### config.mk
export PLATFORM = sky130hd
export DESIGN_NAME = sram_port_arbiter
export DESIGN_NICKNAME = d
export VERILOG_FILES = /design/src/rtl/sram_port_arbiter.sv
export SDC_FILE = /design/constraint.sdc
export NUM_CORES = 1
export LEC_CHECK = 0
export BUFFER_PORTS_ARGS = -buffer_cell sky130_fd_sc_hd__buf_4
export CELL_PAD_IN_SITES_DETAIL_PLACEMENT = 1
export CELL_PAD_IN_SITES_GLOBAL_PLACEMENT = 1
export CORE_MARGIN = 5
export CORE_UTILIZATION = 33
export CTS_BUF_LIST = sky130_fd_sc_hd__clkbuf_4 sky130_fd_sc_hd__clkbuf_8
export DETAILED_ROUTE_END_ITERATION = 7
export GPL_ROUTABILITY_DRIVEN = 0
export HOLD_SLACK_MARGIN = 0.08
export PLACE_DENSITY = 0.93
export SETUP_SLACK_MARGIN = 0.05
export SLEW_MARGIN = 20
export SYNTH_ARGS = -nofsm -noshare
export SYNTH_HDL_FRONTEND = slang
export SYNTH_SLANG_ARGS = --single-unit
### constraint.sdc
create_clock -name clk -period 1.92 [get_ports clk]
set_input_delay 0.384 -clock clk [delete_from_list [all_inputs] [get_ports clk]]
set_output_delay 0.384 -clock clk [all_outputs]
set_load 0.01 [all_outputs]
### src/rtl/sram_port_arbiter.sv
// sram_port_arbiter
//
// Shares one single-port SRAM-like memory interface between the instruction
// fetch requester and the data access requester. One transaction is in flight
// at a time. Data wins ties unless fetch has been passed over STARVE_MAX times
// in a row while waiting, in which case fetch is forced through.
//
// Each transaction walks IDLE -> ISSUE -> WAIT (MEM_LATENCY cycles) -> RESP.
// The one-cycle mem_en strobe is raised in ISSUE. Read data is captured on the
// last WAIT cycle. The owner's data_ok pulses in RESP.
//
// Parameters:
//   MEM_LATENCY  cycles from the mem_en cycle to valid mem_rdata (1..7)
//   STARVE_MAX   consecutive data grants tolerated while fetch waits (1..15)
//
// Ports:
//   clk, rst                      clock, synchronous active-high reset
//   inst_req/inst_addr            fetch request and address
//   inst_rdata/inst_data_ok       fetch read data and completion pulse
//   data_req/data_wen/data_addr/data_wdata
//                                 data request, byte enables, address and store data
//   data_rdata/data_data_ok       load data and completion pulse
//   mem_en/mem_wen/mem_addr/mem_wdata
//                                 memory access strobe and write controls
//   mem_rdata                     memory read data
//   perf_conflict_cnt             count of grants made while both requesters waited
//
// Build option:
//   SRAM_ARB_PERF_CNT_EN  when defined, perf_conflict_cnt is a live counter.
//                         Otherwise it is tied to zero.

module sram_port_arbiter #(
    parameter int MEM_LATENCY = 1,
    parameter int STARVE_MAX  = 3
) (
    input  logic        clk,
    input  logic        rst,
    input  logic        inst_req,
    input  logic [31:0] inst_addr,
    output logic [31:0] inst_rdata,
    output logic        inst_data_ok,
    input  logic        data_req,
    input  logic [3:0]  data_wen,
    input  logic [31:0] data_addr,
    input  logic [31:0] data_wdata,
    output logic [31:0] data_rdata,
    output logic        data_data_ok,
    output logic        mem_en,
    output logic [3:0]  mem_wen,
    output logic [31:0] mem_addr,
    output logic [31:0] mem_wdata,
    input  logic [31:0] mem_rdata,
    output logic [31:0] perf_conflict_cnt
);

    localparam logic [2:0] LAT_LOAD   = 3'(MEM_LATENCY);
    localparam logic [3:0] STARVE_LIM = 4'(STARVE_MAX);

    typedef enum logic [1:0] {IDLE, ISSUE, WAIT, RESP} stateT;

    stateT       r_state;
    logic        r_ownerData;
    logic [3:0]  r_starveCnt;
    logic [2:0]  r_latCnt;
    logic        r_memEn;
    logic [3:0]  r_memWen;
    logic [31:0] r_memAddr;
    logic [31:0] r_memWdata;
    logic [31:0] r_instRdata;
    logic [31:0] r_dataRdata;
    logic        r_instOk;
    logic        r_dataOk;

    logic        w_grantData;
    logic        w_grantInst;

    // Data normally wins. Once fetch has been passed over STARVE_MAX times
    // while waiting, fetch takes the next slot.
    assign w_grantData = data_req && !(inst_req && (r_starveCnt == STARVE_LIM));
    assign w_grantInst = !w_grantData && inst_req;

    // Main sequencer. All outputs are registered here, so mem_en appears the
    // cycle after the grant and data_ok the cycle after the capture.
    // mem_addr and mem_wdata double as the latched transaction fields and
    // keep their values between accesses.
    always_ff @(posedge clk) begin
        if (rst) begin
            r_state     <= IDLE;
            r_ownerData <= 1'b0;
            r_starveCnt <= 4'd0;
            r_latCnt    <= 3'd0;
            r_memEn     <= 1'b0;
            r_memWen    <= 4'd0;
            r_memAddr   <= 32'd0;
            r_memWdata  <= 32'd0;
            r_instRdata <= 32'd0;
            r_dataRdata <= 32'd0;
            r_instOk    <= 1'b0;
            r_dataOk    <= 1'b0;
        end else begin
            r_instOk <= 1'b0;
            r_dataOk <= 1'b0;
            case (r_state)
                IDLE: begin
                    if (w_grantData || w_grantInst) begin
                        r_ownerData <= w_grantData;
                        r_memEn     <= 1'b1;
                        r_memWen    <= w_grantData ? data_wen : 4'd0;
                        r_memAddr   <= w_grantData ? data_addr : inst_addr;
                        r_memWdata  <= data_wdata;
                        r_state     <= ISSUE;
                        if (w_grantData && inst_req) begin
                            if (r_starveCnt != STARVE_LIM)
                                r_starveCnt <= r_starveCnt + 4'd1;
                        end else begin
                            r_starveCnt <= 4'd0;
                        end
                    end
                end
                ISSUE: begin
                    r_memEn  <= 1'b0;
                    r_memWen <= 4'd0;
                    r_latCnt <= LAT_LOAD;
                    r_state  <= WAIT;
                end
                WAIT: begin
                    r_latCnt <= r_latCnt - 3'd1;
                    if (r_latCnt == 3'd1) begin
                        if (r_ownerData) begin
                            r_dataRdata <= mem_rdata;
                            r_dataOk    <= 1'b1;
                        end else begin
                            r_instRdata <= mem_rdata;
                            r_instOk    <= 1'b1;
                        end
                        r_state <= RESP;
                    end
                end
                RESP: begin
                    r_state <= IDLE;
                end
                default: begin
                    r_state <= IDLE;
                end
            endcase
        end
    end

    assign mem_en       = r_memEn;
    assign mem_wen      = r_memWen;
    assign mem_addr     = r_memAddr;
    assign mem_wdata    = r_memWdata;
    assign inst_rdata   = r_instRdata;
    assign inst_data_ok = r_instOk;
    assign data_rdata   = r_dataRdata;
    assign data_data_ok = r_dataOk;

`ifdef SRAM_ARB_PERF_CNT_EN
    logic [31:0] r_perfCnt;
    logic        w_conflict;

    // Any request seen in IDLE produces a grant, so both requests high in
    // IDLE marks one contested grant.
    assign w_conflict = (r_state == IDLE) && inst_req && data_req;

    // The counter wraps naturally at 32 bits.
    always_ff @(posedge clk) begin
        if (rst)
            r_perfCnt <= 32'd0;
        else if (w_conflict)
            r_perfCnt <= r_perfCnt + 32'd1;
    end

    assign perf_conflict_cnt = r_perfCnt;
`else
    assign perf_conflict_cnt = 32'd0;
`endif

endmodule
## Yosys cells after proc, flatten, opt, wreduce, memory -nomap -nowiden

Index checks and enable logic that the tools add are counted.

| operators by class | value |
|---|---|
| $add $sub $neg | 2 |
| equality and inequality tests | 9 |
| multiplexer cells | 14 |
| bitwise logic cells | 3 |
| reductions and logical operators | 17 |

Operators by type and width:

| operator | count |
|---|---|
| 32-bit two-way mux | 1 |
| 4-bit two-way mux | 4 |
| 3-bit AND reduction | 3 |
| 2-bit case mux with 4 select lines | 1 |
| 4-bit case mux with 2 select lines | 1 |
| 3-bit case mux with 2 select lines | 1 |
| 2-bit AND reduction | 3 |
| 4-bit by 1-bit adder with 4-bit output (second input constant) | 1 |
| 2-bit == test (second input constant) | 2 |
| 4-bit by 2-bit == test with 1-bit output (second input constant) | 1 |
| 1-bit logical AND | 4 |
| 2-bit two-way mux | 2 |
| 2-bit != test (second input constant) | 2 |
| 4-bit by 2-bit != test with 1-bit output (second input constant) | 1 |
| 2-bit nonzero test | 2 |
| 3-bit by 1-bit == test with 1-bit output (second input constant) | 1 |
| 1-bit two-way mux | 3 |
| 1-bit NOT | 3 |
| 3-bit OR reduction | 1 |
| 3-bit by 1-bit subtractor with 3-bit output (second input constant) | 1 |
| 2-bit by 1-bit == test with 1-bit output (second input constant) | 1 |
| 1-bit logical NOT | 2 |
| 2-bit logical NOT | 1 |
| 2-bit by 1-bit != test with 1-bit output (second input constant) | 1 |
| 2 further kinds | 2 |

| storage, ports and cells | value |
|---|---|
| flip-flop bits (word level) | 145 |
| bits of input ports | 136 |
| output and inout bits | 167 |
| word-level logic and storage cells | 57 |

## Depth between registers and ports, before layout

Gate-level depths: netlist of the first run.

| depth | value |
|---|---|
| word-level depth | 9 |
| mapped depth | 8 |

## Worst setup path after synthesis of the first run

Ideal clock, no wire load.

| timing | value |
|---|---|
| path kind | register to register |
| start point | register r_state[0] |
| end point | register r_dataRdata[10] (netlist: data_rdata[10]) |
| library setup time | 0.132 ns |
| arrival time | 1.399 ns |
| data required time | 1.788 ns |
| setup slack | 0.389 ns |
| stages on the path, launching flop included | 9 |
| path buffers | 2 |
| clock period less this slack | 1.531 ns |
| cells stage by stage | dfxtp_1 > inv_1 > ha_1 > and2b_1 > and3_1 > buf_2 > buf_4 > nand2_1 > a21oi_1 |

| between the ends | value |
|---|---|
| longest elaborated chain between the ends | 2 |

Ends and longest elaborated chain:

| what | line | RTL |
|---|---|---|
| start, declared | 61 | `stateT r_state;` |
| start signal, assigned | 88 | `r_state <= IDLE;` |
| start signal, assigned | 111 | `r_state <= ISSUE;` |
| start signal, assigned | 124 | `r_state <= WAIT;` |
| 2-bit == test | 103 | `case (r_state)` |
| 3-bit AND reduction (no source line) | n/a |  |
| end signal, assigned | 130 | `r_dataRdata <= mem_rdata;` |
| end, declared | 70 | `logic [31:0] r_dataRdata;` |

Every way passes these cells.
A chain may end at the register's enable or synchronous reset.

## Final worst setup path of the first run

| timing | value |
|---|---|
| start point | register r_state[0] |
| end point | register r_dataRdata[0] (netlist: data_rdata[0]) |

The elaborated chain is that of the path after synthesis.

==> results of run 1 <==
per-layer routing:
layer	up-vias	share of wire [%]	track usage [%]
met1	2851	39	20.46
met2	167	54	35.78
met4	0	2.7	7.265
met3	36	4.4	4.422
li1	2810	-	-
met5	-	0	0
cell usage after synthesis (all sizes together):
cell,number
ha,7
mux2i,1
conb,1
o21a,1
nor3b,1
a22o,4
nor3,2
dfxtp,145
nand4,1
nor2,44
and3b,1
a31oi,2
and2,1
nand2,232
nor2b,2
and2b,1
a32oi,2
clkbuf,14
nand4b,1
nand2b,1
a211oi,32
o22a,1
and3,1
nor4,1
nand3b,2
nand4bb,1
o22ai,1
nand3,5
buf,72
inv,8
a21oi,132
o21ai,4
state kept, by name, summed over array words and instances, names as in the netlist:
name	cells
data_rdata	32
inst_rdata	32
mem_addr	32
mem_wdata	32
mem_wen	4
r_starveCnt	4
r_latCnt	3
r_state	2
data_data_ok	1
inst_data_ok	1
mem_en	1
r_ownerData	1
per-stage QoR:
stage / power, mW / util [%] / std cells
finish: 10.01 / 47.33 / 1215
global route: 10.59 / 47.33 / 1215
CTS: 10.13 / 47.24 / 1215
detailed placement: 7.525 / 44.91 / 1184
global placement: 7.348 / 44.91 / 1184
floorplan: 5.977 / - / 755
kinds of logic (layout without fill, tap and decap cells):
logic type / count (synthesis) / in the layout
other: 1 / 32
and+or+nand+nor: 297 / 297
AOI/OAI and AO/OA: 179 / 179
muxes: 1 / 1
adders and majority gates: 7 / 7
buffers and inverters: 94 / 325
DFF: 145 / 145
path summary, 6_finish.rpt:
path | start | to | slack [ns]
hold reg to reg | data_rdata[18]$_SDFFE_PP0P_ | data_rdata[18]$_SDFFE_PP0P_ | 0.46
setup reg to reg | r_state[0]$_SDFFE_PP0P_ | data_rdata[0]$_SDFFE_PP0P_ | 0.19
hold / removal | data_wen[1] | mem_wen[1]$_SDFFE_PP0P_ | 0.16
setup / recovery | r_state[0]$_SDFFE_PP0P_ | data_rdata[0]$_SDFFE_PP0P_ | 0.19
area by class of cell:
| class | count | area, um2 |
|---|---|---|
| repair buffers | 286 | 2238 |
| clock inverters | 10 | 132.6 |
| clock buffers | 21 | 289.0 |
| flip-flops and latches | 145 | 2903 |
| well taps | 229 | 286.5 |
| fillers | 2201 | 9527 |
| multi-input cells | 516 | 2680 |
| inverters | 8 | 30.03 |
power by group through the flow:
stage	combinational, mW	clock (mW)	sequential (mW)
after floorplan	1.82	0	4.16
after global placement	3.42	0	3.93
after detailed placement	3.55	0	3.97
after CTS	3.57	2.65	3.90
after global routing	3.84	2.78	3.97
final	3.55	2.57	3.90
==> flow_metrics.tcl, run 1 <==
set metrics [dict create \
    cts-buffers-inserted 17 \
    clockPowerShare_pct 25.6 \
    synth_top_area_share_pct 47.66 \
    slew_headroom_pct 64.05 \
    finClkSkew_ns 0.008339 \
    rows 49 \
    synth.area.mux_share_pct 0.1643 \
    max_stage_delay_ns 0.34 \
    cp_data_required_time_ns 2.28 \
    netSwitchingFraction_pct 34.51 \
    synth_seq_cells 145 \
    num-nets-final 1117 \
    reg2regPathDepth 7 \
    pwr-share-seq_pct 39.0 \
    vias 5864 \
    seq_area_frac_synth_pct 47.66 \
    cts_hold_buffers 0 \
    drt_iter0_drc 233 \
    grt_max_degree 67 \
    peakVddDrop_uv 496.7 \
    drc 0 \
    power_switching_mw 3.456 \
    htree_levels 4 \
    clkLatencyLatePin_ns 0.44 \
    most-common-layout-cells "buf_4 (278), nand2_1 (232), dfxtp_1 (145), a21oi_1 (104), nor2_1 (43)" \
    worst_pin_slew_ns 0.5348 \
    yosysWarnings 0 \
    synth.distinct_cells 40 \
    clock_sinks 145 \
    via_per_inst 4.826 \
    layout.cells.most_common "buf_4" \
    fin_area_mm2 0.008559 \
    fin_ws_ns 0.1928 \
    synth_top_family_by_area "compound AO/OA/AOI/OAI gates" \
    worstPathArrival_ns 2.09 \
    dieArea_mm2 0.02127 \
    p_int_mw 6.558 \
    cp.depth 7 \
    synth_area_leader_cell "dfxtp_1" \
    synth_compound_area_share_pct 20.77 \
    area.growth.synth_to_final_pct 40.53 \
    dieWidth_um 145.9 \
    grt_pass1_wl_mm 32.76 \
    port_buffers 270 \
    cts_resized 0 \
    clk_pin_slew_ns 0.08 \
    postCtsSetupBuffers 0 \
    fin_crit_sh_pct 89.96 \
    cp-start-kind "flip-flop" \
    hold_violations 0 \
    initial_core_util_pct 33.68 \
    placed_area_mm2 0.008123 \
    synthXorXnorAreaFrac_pct 0 \
    setup_tns_ns 0 \
    synth_area_leaders "dfxtp_1 (48%), nand2_1 (14%), a21oi_1 (8.5%)" \
    crit_slowest_cell "buf_4" \
    synth_fa_ha_area_share_pct 1.438 \
    synth_area_mm2 0.006091 \
    core_area_mm2 0.01809 \
    slew_viol_final 0 \
    final.min_clock_period_ns 1.727 \
    hold-worst-slack_ns 0.1581 \
    pwr-share-comb_pct 35.4 \
    track_usage_pct 18.99 \
    powerDensity_mw_per_mm2 1170 \
    pin_count 303 \
    pre_cts_ws_ns 0.1597 \
    antenna_found_initial 0 \
    crit_chain "inv_1 -> ha_1 -> and2b_1 -> and3_1 -> buf_4 -> nand2_1 -> a21oi_1" \
    critical_path_class "reg -> reg" \
    hpwl_mm 15.37 \
    drt-pass1-iter-count 4 \
    max_cap_violations 0 \
    critPathTopFamily "simple AND/OR/NAND/NOR gates" \
    antenna_left 0 \
    hold_depth 2 \
    setup_viol 0 \
    drive_gt1_share_pct 38.44 \
    drt-total-wl_mm 20.97 \
    status "complete, no violations" \
    num_antenna_cells 0 \
    hold_path.class "in -> reg" \
    syn_inst 724 \
    endpoint_kind "flip-flop" \
    gr-total-overflow 0 \
    rsz0062_at_grt "false" \
    path_buf_inv 2 \
    die_h_um 145.9 \
    wire_per_inst_um 17.26 \
    p_leak_nw 3.690 \
    fmax_mhz 579.0 \
    syn_avg_cell_area_um2 8.413 \
    worstPathMaxFanout 32 \
    cts_root_buffer "clkbuf_8" \
    cts_max_path_buffers 2 \
    synthSimpleGateAreaFrac_pct 19.45 \
    grt_pass1_vias 6187 \
    cts_tree "built" \
]
No activity file was read; power rests on OpenSTA's default activity.
==> run 2: changes to the inputs <==
Settings changed: BUFFER_PORTS_ARGS -buffer_cell sky130_fd_sc_hd__buf_4 to default, CORE_UTILIZATION 33 to 46, DONT_BUFFER_PORTS from default to 1, PLACE_DENSITY 0.93 to 0.92.
==> flow_metrics.tcl, run 2 (same netlist as run 1, synthesis figures left out) <==
set metrics [dict create \
    port_buffers 0 \
    track_usage_pct 22.04 \
    cp_data_required_time_ns 2.30 \
    critical_path_class "reg -> reg" \
    cp-start-kind "flip-flop" \
    grt_max_degree 144 \
    crit_path_start "r_state[1]$_SDFFE_PP0P_" \
    reg2regPathDepth 6 \
    endpoint_kind "flip-flop" \
    rsz0062_at_grt "false" \
    clk_pin_slew_ns 0.08 \
    worstPathMaxFanout 7 \
    powerDensity_mw_per_mm2 1344 \
    dieArea_mm2 0.01564 \
    layout.cells.most_common "nand2_1" \
    clock_sinks 145 \
    cts-buffers-inserted 17 \
    antenna_left 0 \
    fin_area_mm2 0.006476 \
    nFillCells 1575 \
    worstPathArrival_ns 2.13 \
    num-nets-final 850 \
    status "complete, no violations" \
    core_area_mm2 0.01314 \
    fin_total_pwr_mw 8.701 \
    slew_viol_final 0 \
    num_antenna_cells 0 \
    hold_depth 1 \
    vias 4910 \
    cts_root_buffer "clkbuf_8" \
    antenna_found_initial 0 \
    wire_per_inst_um 19.98 \
    drc 0 \
    drt-pass1-iter-count 4 \
    htree_levels 4 \
    grt_pass1_vias 5270 \
    initial_core_util_pct 46.36 \
    cts_tree "built" \
    drive_gt1_share_pct 15.00 \
    p_leak_nw 2.318 \
    dieWidth_um 125.1 \
    crit-reg2reg-launch "r_state[1]$_SDFFE_PP0P_" \
    final.min_clock_period_ns 1.749 \
    drt_iter0_drc 174 \
    drt-total-wl_mm 17.90 \
    max_cap_violations 0 \
    fin_crit_sh_pct 91.09 \
    pin_count 303 \
    area.growth.synth_to_final_pct 6.327 \
    multi_input_area_mm2 0.002674 \
    final-seq-area_mm2 0.002903 \
    rows 42 \
    min_from "rst" \
    peakVddDrop_uv 506.0 \
    hpwl_mm 12.80 \
    finClkSkew_ns 0.01082 \
    placed_area_mm2 0.006045 \
    die_h_um 125.1 \
    fmax_mhz 571.7 \
    hold_path.class "in -> reg" \
    cts_hold_buffers 6 \
    via_per_inst 5.480 \
    gr-total-overflow 0 \
    clkLatencyLatePin_ns 0.44 \
    most-common-layout-cells "nand2_1 (232), dfxtp_1 (145), a21oi_1 (104), nor2_1 (43), conb_1 (32)" \
    setup_viol 0 \
    setup_tns_ns 0 \
    grt_pass1_wl_mm 27.89 \
    hold-worst-slack_ns 0.009549 \
    hold_violations 0 \
    cts_max_path_buffers 2 \
]
-- run 2: cell types whose count changed in the layout (fill, tap and decap cells not counted), moves of 3 or more --
cell | before | now
buf_12 | 7 | 10
buf_4 | 278 | 3
bufinv_16 | 3 | 0
clkbuf_8 | 21 | 18
clkinv_4 | 0 | 4
dlygate4sd3_1 | 0 | 6
inv_6 | 0 | 5
-- run 2: per-layer routing --
| layer | vias up | part of all wire (%) | track usage (%) |
|---|---|---|---|
| li1 | 2281 | - | - |
| met1 | 2361 | 35 | 22.01 |
| met2 | 218 | 52 | 39.83 |
| met3 | 50 | 8.8 | 8.785 |
| met4 | 0 | 3.6 | 10.59 |
| met5 | - | 0 | 0 |
-- run 2: area by class of cell --
cell class	instances	share of cell area [%]
clock buffer	18	3.825
clock inverter	14	1.835
inverter	8	0.4637
multi-input combinational	516	41.29
sequential	145	44.82
tap	176	3.400
timing repair buffer	19	4.366
-- run 2: what timing repair did --
item,CTS,global route
endpoints found under the hold margin,145,139
setup endpoints to repair,0,6
gates resized for setup,0,2
buffers inserted,0,0
-- run 2: path summary, 6_finish.rpt --
kind | end | slack [ns]
setup / recovery | r_latCnt[1]$_SDFFE_PP0P_ | 0.17
hold / removal | mem_addr[15]$_SDFFE_PP0P_ | 0.01
setup reg to reg | r_latCnt[1]$_SDFFE_PP0P_ | 0.17
hold reg to reg | r_starveCnt[1]$_SDFFE_PP0P_ | 0.49
-- run 2: per-stage QoR --
step           worst slack (ns)  instances  util, %
5_1_grt                 0.03628        896    49.30
3_3_place_gp             0.3383        858    46.01
2_1_floorplan            0.3889        755        -
6_report                 0.1710        896    49.30
4_1_cts                  0.1406        896    49.26
3_5_place_dp             0.1960        858    46.01
-- run 2: power by group --
group / total, mW / internal (mW) / switching [mW] / leakage [nW]
Sequential: 4.28 / 3.57 / 0.702 / 1.18
Combinational: 2.20 / 0.868 / 1.33 / 0.945
Clock: 2.22 / 0.968 / 1.26 / 0.189
Total: 8.70 / 5.41 / 3.29 / 2.32
-- run 2: critical path: stages (launching register included) --
cell and delay, ns:
dfxtp_1 0.38, inv_1 0.10, ha_2 0.39, nand2_1 0.07, o22ai_1 0.09, nor2b_1 0.13
dlygate4sd3_1 0.54
